`config.mk`:
```
export PLATFORM = sky130hd
export DESIGN_NAME = tdc_timestamper
export DESIGN_NICKNAME = d
export VERILOG_FILES = /design/src/rtl/tdc_pkg.sv /design/src/rtl/tdc_event_fifo.sv /design/src/rtl/tdc_timestamper.sv
export SDC_FILE = /design/constraint.sdc
export NUM_CORES = 1
export LEC_CHECK = 0
export ABC_AREA = 1
export CAP_MARGIN = 25
export CELL_PAD_IN_SITES_DETAIL_PLACEMENT = 0
export CELL_PAD_IN_SITES_GLOBAL_PLACEMENT = 1
export CORE_UTILIZATION = 40
export CTS_BUF_LIST = sky130_fd_sc_hd__clkbuf_8
export CTS_CLUSTER_SIZE = 10
export DETAILED_ROUTE_END_ITERATION = 8
export DONT_BUFFER_PORTS = 1
export GPL_ROUTABILITY_DRIVEN = 0
export PLACE_DENSITY = 0.71
export SLEW_MARGIN = 10
export SYNTH_ARGS = -nofsm -noshare
export SYNTH_HDL_FRONTEND = slang
export SYNTH_SLANG_ARGS = --single-unit
```
`constraint.sdc`:
```
create_clock -name clk -period 13.34 [get_ports clk]
set_input_delay 0.667 -clock clk [delete_from_list [all_inputs] [get_ports clk]]
set_output_delay 0.667 -clock clk [all_outputs]
set_load 0.02 [all_outputs]
```
`src/rtl/tdc_pkg.sv`:
```
// ============================================================================
// Package : tdc_pkg
// Desc    : Shared constants and helpers for the TDC timestamping back end.
// Rev     : 1.0 - initial release
// ============================================================================
`default_nettype none

package tdc_pkg;

  localparam int DROP_W = 8;

  typedef enum logic [0:0] {
    POL_FALL = 1'b0,
    POL_RISE = 1'b1
  } edge_pol_e;

  // Entry layout is {coarse, fine, pol}.
  function automatic int fifo_entry_w(input int coarse_w, input int fine_w);
    return coarse_w + fine_w + 1;
  endfunction

  function automatic logic maj3(input logic a, input logic b, input logic c);
    return (a & b) | (a & c) | (b & c);
  endfunction

endpackage

`default_nettype wire

```
`src/rtl/tdc_event_fifo.sv`:
```
// ============================================================================
// Module : tdc_event_fifo
// Desc   : Synchronous circular FIFO with a registered head (no write bypass).
// Rev    : 1.0 - initial release
// ============================================================================
`default_nettype none

module tdc_event_fifo #(
  parameter int DEPTH = 16,
  parameter int WIDTH = 8
) (
  input  logic             clk,
  input  logic             rst,
  input  logic             i_push,
  input  logic [WIDTH-1:0] i_data,
  output logic             o_full,
  input  logic             i_pop,
  output logic             o_valid,
  output logic [WIDTH-1:0] o_data
);

  localparam int c_ADDR_W = (DEPTH > 1) ? $clog2(DEPTH) : 1;
  localparam int c_CNT_W  = $clog2(DEPTH + 1);

  logic [WIDTH-1:0]    r_mem [DEPTH];
  logic [c_ADDR_W-1:0] r_wr_ptr;
  logic [c_ADDR_W-1:0] r_rd_ptr;
  logic [c_CNT_W-1:0]  r_count;
  logic                r_valid;
  logic [WIDTH-1:0]    r_data;

  logic                w_full;
  logic                w_pop;
  logic                w_wr;
  logic [c_ADDR_W-1:0] w_rd_next;
  logic [c_CNT_W-1:0]  w_count_after_pop;

  assign w_full            = (r_count == c_CNT_W'(DEPTH));
  assign w_pop             = i_pop & r_valid;
  assign w_wr              = i_push & (~w_full | w_pop);
  assign w_rd_next         = r_rd_ptr + c_ADDR_W'(w_pop);
  assign w_count_after_pop = r_count - c_CNT_W'(w_pop);

  always_ff @(posedge clk) begin
    if (w_wr) begin
      r_mem[r_wr_ptr] <= i_data;
    end
  end

  // Head reloads from pre-edge storage only, so a push into an empty FIFO
  // becomes visible one cycle after it is written.
  always_ff @(posedge clk or posedge rst) begin
    if (rst) begin
      r_wr_ptr <= '0;
      r_rd_ptr <= '0;
      r_count  <= '0;
      r_valid  <= 1'b0;
      r_data   <= '0;
    end else begin
      r_wr_ptr <= r_wr_ptr + c_ADDR_W'(w_wr);
      r_rd_ptr <= w_rd_next;
      r_count  <= r_count + c_CNT_W'(w_wr) - c_CNT_W'(w_pop);
      r_valid  <= (w_count_after_pop != '0);
      if (w_count_after_pop != '0) begin
        r_data <= r_mem[w_rd_next];
      end
    end
  end

  assign o_full  = w_full;
  assign o_valid = r_valid;
  assign o_data  = r_data;

endmodule

`default_nettype wire

```
`src/rtl/tdc_timestamper.sv`:
```
// ============================================================================
// Module : tdc_timestamper
// Desc   : Registers TDC tap samples, bubble-filters and popcounts them, tags
//          edges with a coarse count and queues them on a valid/ready stream.
// Config : define TDC_FALLING_EDGE_EN to also timestamp falling edges.
// Rev    : 1.0 - initial release
// ============================================================================
`default_nettype none

module tdc_timestamper
  import tdc_pkg::*;
#(
  parameter int TAPS     = 100,
  parameter int COARSE_W = 16,
  parameter int DEPTH    = 16
) (
  input  logic                      clk,
  input  logic                      RESET,
  input  logic [TAPS-1:0]           tap,
  input  logic                      clear_ovf,
  output logic                      out_valid,
  input  logic                      out_ready,
  output logic [COARSE_W-1:0]       out_coarse,
  output logic [$clog2(TAPS+1)-1:0] out_fine,
  output logic                      out_pol,
  output logic                      overflow,
  output logic [DROP_W-1:0]         drop_cnt
);

  localparam int FINE_W    = $clog2(TAPS + 1);
  localparam int c_ENTRY_W = fifo_entry_w(COARSE_W, FINE_W);

  // S0: sample and coarse tag
  logic [COARSE_W-1:0] r_coarse;
  logic [TAPS-1:0]     r_s0;
  logic [COARSE_W-1:0] r_c0;
  logic                r_s0_vld;

  // S1: filtered sample and event flag
  logic                r_h;
  logic                r_armed;
  logic [TAPS-1:0]     r_f1;
  logic [COARSE_W-1:0] r_c1;
  logic                r_ev1;

  // S2: encoded event
  logic [FINE_W-1:0]   r_fine2;
  logic [COARSE_W-1:0] r_c2;
  logic                r_ev2;

  logic                r_overflow;
  logic [DROP_W-1:0]   r_drop_cnt;

  logic [TAPS-1:0]     w_f;
  logic [FINE_W-1:0]   w_pc;
  logic [FINE_W-1:0]   w_fine;
  logic                w_rise;
  logic                w_fall;
  logic                w_pol2;
  logic                w_full;
  logic                w_pop;
  logic                w_drop;
  logic [c_ENTRY_W-1:0] w_push_data;
  logic [c_ENTRY_W-1:0] w_head;

  // Chain ends replicate the edge tap so a lone boundary bit is not eaten.
  for (genvar gi = 0; gi < TAPS; gi++) begin : g_filter
    localparam int c_LO = (gi == 0) ? 0 : gi - 1;
    localparam int c_HI = (gi == TAPS - 1) ? TAPS - 1 : gi + 1;
    assign w_f[gi] = maj3(r_s0[c_LO], r_s0[gi], r_s0[c_HI]);
  end

  assign w_rise = r_armed & r_s0[0] & ~r_h;

  always_comb begin
    w_pc = '0;
    for (int i = 0; i < TAPS; i++) begin
      w_pc = w_pc + FINE_W'(r_f1[i]);
    end
  end

`ifdef TDC_FALLING_EDGE_EN
  logic r_pol1;
  logic r_pol2;

  assign w_fall = r_armed & ~r_s0[0] & r_h;
  // A falling edge leaves zeros behind it, so the distance is the zero count.
  assign w_fine = r_pol1 ? w_pc : (FINE_W'(TAPS) - w_pc);
  assign w_pol2 = r_pol2;

  always_ff @(posedge clk or posedge RESET) begin
    if (RESET) begin
      r_pol1 <= 1'b0;
      r_pol2 <= 1'b0;
    end else begin
      r_pol1 <= w_rise;
      r_pol2 <= r_pol1;
    end
  end
`else
  assign w_fall = 1'b0;
  assign w_fine = w_pc;
  assign w_pol2 = POL_RISE;
`endif

  always_ff @(posedge clk or posedge RESET) begin
    if (RESET) begin
      r_coarse <= '0;
      r_s0     <= '0;
      r_c0     <= '0;
      r_s0_vld <= 1'b0;
    end else begin
      r_coarse <= r_coarse + COARSE_W'(1);
      r_s0     <= tap;
      r_c0     <= r_coarse;
      r_s0_vld <= 1'b1;
    end
  end

  // The first sample after reset only seeds the history bit.
  always_ff @(posedge clk or posedge RESET) begin
    if (RESET) begin
      r_h     <= 1'b0;
      r_armed <= 1'b0;
      r_f1    <= '0;
      r_c1    <= '0;
      r_ev1   <= 1'b0;
    end else begin
      if (r_s0_vld) begin
        r_h     <= r_s0[0];
        r_armed <= 1'b1;
      end
      r_f1  <= w_f;
      r_c1  <= r_c0;
      r_ev1 <= w_rise | w_fall;
    end
  end

  always_ff @(posedge clk or posedge RESET) begin
    if (RESET) begin
      r_fine2 <= '0;
      r_c2    <= '0;
      r_ev2   <= 1'b0;
    end else begin
      r_fine2 <= w_fine;
      r_c2    <= r_c1;
      r_ev2   <= r_ev1;
    end
  end

  assign w_pop       = out_valid & out_ready;
  assign w_drop      = r_ev2 & w_full & ~w_pop;
  assign w_push_data = {r_c2, r_fine2, w_pol2};

  // A drop coinciding with clear_ovf restarts the count at one.
  always_ff @(posedge clk or posedge RESET) begin
    if (RESET) begin
      r_overflow <= 1'b0;
      r_drop_cnt <= '0;
    end else if (w_drop) begin
      r_overflow <= 1'b1;
      if (clear_ovf) begin
        r_drop_cnt <= DROP_W'(1);
      end else if (r_drop_cnt != {DROP_W{1'b1}}) begin
        r_drop_cnt <= r_drop_cnt + DROP_W'(1);
      end
    end else if (clear_ovf) begin
      r_overflow <= 1'b0;
      r_drop_cnt <= '0;
    end
  end

  tdc_event_fifo #(
    .DEPTH (DEPTH),
    .WIDTH (c_ENTRY_W)
  ) u_fifo (
    .clk     (clk),
    .rst     (RESET),
    .i_push  (r_ev2),
    .i_data  (w_push_data),
    .o_full  (w_full),
    .i_pop   (out_ready),
    .o_valid (out_valid),
    .o_data  (w_head)
  );

  assign {out_coarse, out_fine, out_pol} = w_head;
  assign overflow = r_overflow;
  assign drop_cnt = r_drop_cnt;

endmodule

`default_nettype wire

```
# Word level (Yosys, flattened, before mapping)
# Memories as Yosys holds them, arrays and structs flattened. A register that Yosys moved wholly into a read port is not among the register bits.
# Cells that the tools add are included.
totals:
  out_inout_bits: 34
  wordCells: 546
  inputBits: 104
  mem_bits_rw: 368
  latch_bits: 0
  n_memories: 1
  regBits: 323
  romBits: 0
classes:
  n_shift: 0
  n_div: 0
  n_mul: 0
  n_eq_ne: 2
  n_reduce_logical: 4
  addsub: 106
  mux: 8
  order_cmp: 0
  n_bitwise: 406
memory_table:
  columns: ["name", "words", "width", "rd", "rd_ports_with_merged_regs", "wr", "line", "source"]
  rows:
  - ["u_fifo.r_mem", 16, 23, 1, 1, 1, "tdc_event_fifo.sv:25", "logic [WIDTH-1:0] r_mem [DEPTH];"]
ops:
  columns: ["op", "n"]
  rows:
  - ["7-bit by 1-bit adder with 7-bit output", 93]
  - ["1-bit AND", 203]
  - ["1-bit OR", 200]
  - ["8-bit 2-to-1 mux", 4]
  - ["16-bit by 1-bit adder with 16-bit output, second input constant", 1]
  - ["5-bit by 1-bit subtractor with 5-bit output", 2]
  - ["4-bit by 1-bit adder with 4-bit output", 2]
  - ["8-bit by 1-bit adder with 8-bit output, second input constant", 1]
  - ["8-bit != test, second input constant", 1]
  - ["6-bit by 1-bit adder with 7-bit output", 1]
  - ["5-bit by 1-bit adder with 6-bit output", 1]
  - ["4-bit by 1-bit adder with 5-bit output", 1]
  - ["5-bit by 1-bit adder with 5-bit output", 1]
  - ["5-bit == test, second input constant", 1]
  - ["5-bit nonzero test", 1]
  - ["3-bit by 1-bit adder with 4-bit output", 1]
  - ["1-bit 2-to-1 mux", 4]
  - ["2-bit nonzero test", 2]
  - ["2-bit by 1-bit adder with 3-bit output", 1]
  - ["1-bit inverter", 3]
  - ["1-bit by 1-bit adder with 2-bit output", 1]
  - ["2-bit AND reduction", 1]

# Logic depth before layout (Yosys ltp)
depth:
  depth_word: 99
  mapped_depth: 23
  depth_no_buf: 23

# Cells and area by module
# From an unflattened synthesis, not the netlist that was laid out.
hier_totals:
  hier_cells: 2729
  area_unflattened_um2: 29853.6
by_module_without_submodules:
  columns: ["module", "n_inst", "seq_area_each_um2", "area_each_um2", "cells_per_inst"]
  rows:
  - ["tdc_event_fifo", 1, 12482.0, 18202.5, 1749]
  - ["tdc_timestamper", 1, 7131.8, 11651.2, 980]

# Least setup slack after synthesis
# OpenSTA, ideal clock, no wires.
synth_path:
  kind: "reg-to-reg"
  from: "register r_f1[95]"
  to: "register r_fine2[6]"
  path_slack_ps: 7282
  path_stages_with_launch: 23
  synth_period_minus_slack_ps: 6058
  path_buffers: 0
  arrival_ps: 5979
  setup_time_ps: 79
  required_time_ps: 13261
  cell_sequence: "dfrtp_1 > fa_1 > inv_1 > fa_1 > fa_1 > inv_1 > fa_1 > inv_1 > fa_1 > inv_1 > fa_1 > inv_1 > fa_1 > fa_1 > fa_1 > inv_1 > ha_1 > inv_1 > fa_1 > inv_1 > nand4_1 > nand3_1 > xor2_1"
synth_via:
  elab_chain_len: 5
synth_rtl:
  columns: ["element", "line", "source"]
  rows:
  - ["from (decl)", "tdc_timestamper.sv:42", "logic [TAPS-1:0] r_f1;"]
  - ["from (signal assigned)", "tdc_timestamper.sv:133", "r_f1 <= w_f;"]
  - ["7-bit by 1-bit adder with 7-bit output (5 in a row)", "tdc_timestamper.sv:78", "w_pc = w_pc + FINE_W'(r_f1[i]);"]
  - ["net w_fine[6]", "tdc_timestamper.sv:56", "logic [FINE_W-1:0] w_fine;"]
  - ["to (signal assigned)", "tdc_timestamper.sv:145", "r_fine2 <= w_fine;"]
  - ["to (decl)", "tdc_timestamper.sv:47", "logic [FINE_W-1:0] r_fine2;"]
# The timed path passes the listed nets, and every way through them passes these cells.
# A chain may end at the register's enable or synchronous reset.

# Worst setup path in the final report
# Ends and elaborated chain as after synthesis.

==> results.sh <==
export IMPL_synthArstFlopShare_pct=46.74
export IMPL_dr_pass1_iters=6
export IMPL_fp_row_count=98
export IMPL_hp_class="input port to flip-flop"
export IMPL_routed_wl_um=64880
export IMPL_ff_latch_area_um2=19130
export IMPL_antenna_left=0
export IMPL_ctsHtreeMaxLevel=3
export IMPL_root_buffer="clkbuf_8"
export IMPL_final_cell_mix="nand2_1, inv_1, edfxtp_1"
export IMPL_ys_dominant_reg_cell="edfxtp_1"
export IMPL_cts_buffers=113
export IMPL_io_buffers=0
export IMPL_synthToLayoutAreaGrowth_pct=16.36
export IMPL_ios=138
export IMPL_worst_slew_pin_slew_ps=941.8
export IMPL_drt_iter0_markers=1083
export IMPL_grt_max_degree=119
export IMPL_antenna_found_initial=1
export IMPL_yosys_top_cells_area="edfxtp_1, dfrtp_1, nand2_1"
export IMPL_finalSetupTns_ps=0
export IMPL_critPathMostFrequentCell="fa_1"
export IMPL_die_w_um=271.1
export IMPL_avgSynthCellArea_um2=11.04
export IMPL_period_share_pct=47.69
export IMPL_cp_start_kind="flip-flop"
export IMPL_drv_cap=0
export IMPL_setup_violations=0
export IMPL_cp_cell_sequence="fa_1 -> inv_1 -> fa_1 -> fa_1 -> inv_1 -> fa_1 -> inv_1 -> fa_1 -> inv_1 -> fa_1 -> inv_1 -> fa_1 -> fa_1 -> fa_1 -> inv_1 -> ha_1 -> inv_1 -> fa_1 -> inv_1 -> nand4_1 -> nand3_1 -> xor2_1"
export IMPL_syn_num_nets=2849
export IMPL_grt_pass1_vias=18420
export IMPL_status="finished clean"
export IMPL_routedWlPerCell_um=16.91
export IMPL_grt_pass1_wl_um=102900
export IMPL_clkSlewWorstSetupHoldPaths_ps=60
export IMPL_syn_inst=2623
export IMPL_initial_utilization_pct=40.44
export IMPL_dp_slack_ps=6989
export IMPL_routed_via_density=4.648
export IMPL_setup_slack_ps=6978
export IMPL_rsz0062_at_grt="no"
export IMPL_worst_path_max_fanout=3
export IMPL_yosys_warnings=0
export IMPL_die_area_um2=73470
export IMPL_route_vias_total=17840
export IMPL_synth_enable_flop_cells=368
export IMPL_hold_viol=0
export IMPL_coreArea_um2=71610
export IMPL_mostFrequentLayoutCell="nand2_1"
export IMPL_cp_end_kind="flip-flop"
export IMPL_place_area_um2=30260
export IMPL_ys_seq_elements=691
export IMPL_max_stage_delay_ps=540
export IMPL_clock_skew_ps=48.71
export IMPL_fin_nets=3013
export IMPL_nFillCells=6407
export IMPL_syn_area_um2=28960
export IMPL_max_freq_mhz=157.2
export IMPL_slowest_stage="fa_1"
export IMPL_ys_seq_area_share_pct=66.07
export IMPL_fin_area_um2=33690
export IMPL_gr_total_overflow=0
export IMPL_yosysTopAreaCellShare_pct=38.16
export IMPL_drc=0
export IMPL_die_h_um=271.1
export IMPL_grtUsageTotal_pct=18.14
export IMPL_place_hpwl_um=38270
export IMPL_cts_sinks=691
export IMPL_worstPathRequired_ps=13970
export IMPL_multi_input_area_um2=7597
export IMPL_cts_resized=0
export IMPL_worstPathArrival_ps=6990
export IMPL_drive_gt1_share_pct=7.730
export IMPL_period_minus_slack_ps=6362
export IMPL_slew_headroom_pct=37.22
export IMPL_cts_tree="yes"
export IMPL_holdWs_ps=126.6
export IMPL_yosysTopAreaCell="edfxtp_1"
export IMPL_clk_latency_ps=750
export IMPL_synth_distinct_cells=29
export IMPL_clk_path_buf_depth=3
export IMPL_path_class="flip-flop to flip-flop"
export IMPL_slew_viol_final=0
-- critical path, delay by kind of cell, from the launching register on --
kind	cells	cell delay [ps]
and+or+nand+nor	2	200
buffers and inverters	8	490
adders and majority gates	11	5010
xor gates and xnor gates	1	150
DFF	1	380
-- state kept, by name, indices dropped and copies added, names as in the netlist, 16 cells and up --
signal and cells:
r_s0 100, r_f1 100, r_coarse 16, r_c2 16
u_fifo.o_data 24, r_c0 16, r_c1 16, u_fifo.r_mem 368
-- per-layer routing --
layer | track usage, % | routed length, µm
met5 | 0 | 0
met3 | 2.849 | 3221
met1 | 23.37 | 27650
met4 | 6.304 | 1523
met2 | 31.04 | 32490
-- what timing repair did --
item	4_1_cts	5_1_grt
hold buffers	101	0
setup buffers	0	0
endpoints found under the hold margin	212	0
setup endpoints to repair	0	0
-- cell usage after synthesis, types with 8 or more instances --
| cell type | n |
|---|---|
| inv_1 | 536 |
| a21oi_1 | 102 |
| nand3_1 | 298 |
| nor2_1 | 79 |
| dfrtp_1 | 323 |
| nand2_1 | 649 |
| ha_1 | 33 |
| clkbuf_1 | 23 |
| xor2_1 | 21 |
| edfxtp_1 | 368 |
| buf_2 | 46 |
| fa_1 | 89 |
| nand4_1 | 8 |
-- path summary, 6_finish.rpt --
kind,start,to,slack (ps),cells after the start
setup reg to reg,r_f1[95],r_fine2[6],6980,22
max in group asynchronous,RESET,drop_cnt[2],11300,3
min in group asynchronous,RESET,r_s0[70],570,2
setup / recovery,r_f1[95],r_fine2[6],6980,22
hold / removal,clear_ovf,drop_cnt[0],130,2
hold reg to reg,r_c0[4],r_c1[4],320,0
-- stage by stage --
stage	utilization, %	std cells
after floorplan	-	2623
after global placement	42.04	3514
after detailed placement	42.25	3520
after CTS	47.01	3834
after global routing	47.05	3837
final	47.05	3837
-- cell type report --
type | instances | share of cell area, %
clock buffers | 136 | 5.555
well taps | 950 | 3.528
diodes | 2 | 0.01485
inverters | 536 | 6.001
flip-flops and latches | 691 | 56.78
multi-input cells | 1315 | 22.55
clock inverters | 77 | 1.552
repair buffers | 130 | 4.018
-- cells by family (layout without fill, tap and decap cells) --
| group | after synthesis | after routing | synth area share, % |
|---|---|---|---|
| other | 1 | 3 | 0.01295 |
| buffers and inverters | 617 | 879 | 8.261 |
| xor gates and xnor gates | 30 | 30 | 0.9592 |
| adders and majority gates | 124 | 124 | 7.648 |
| AOI/OAI and AO/OA | 115 | 115 | 2.035 |
| and+or+nand+nor | 1045 | 1045 | 15.01 |
| DFF | 691 | 691 | 66.07 |
Power is not shown: default switching activity piles up to over one toggle a cycle in this logic, so the estimate is an artifact.
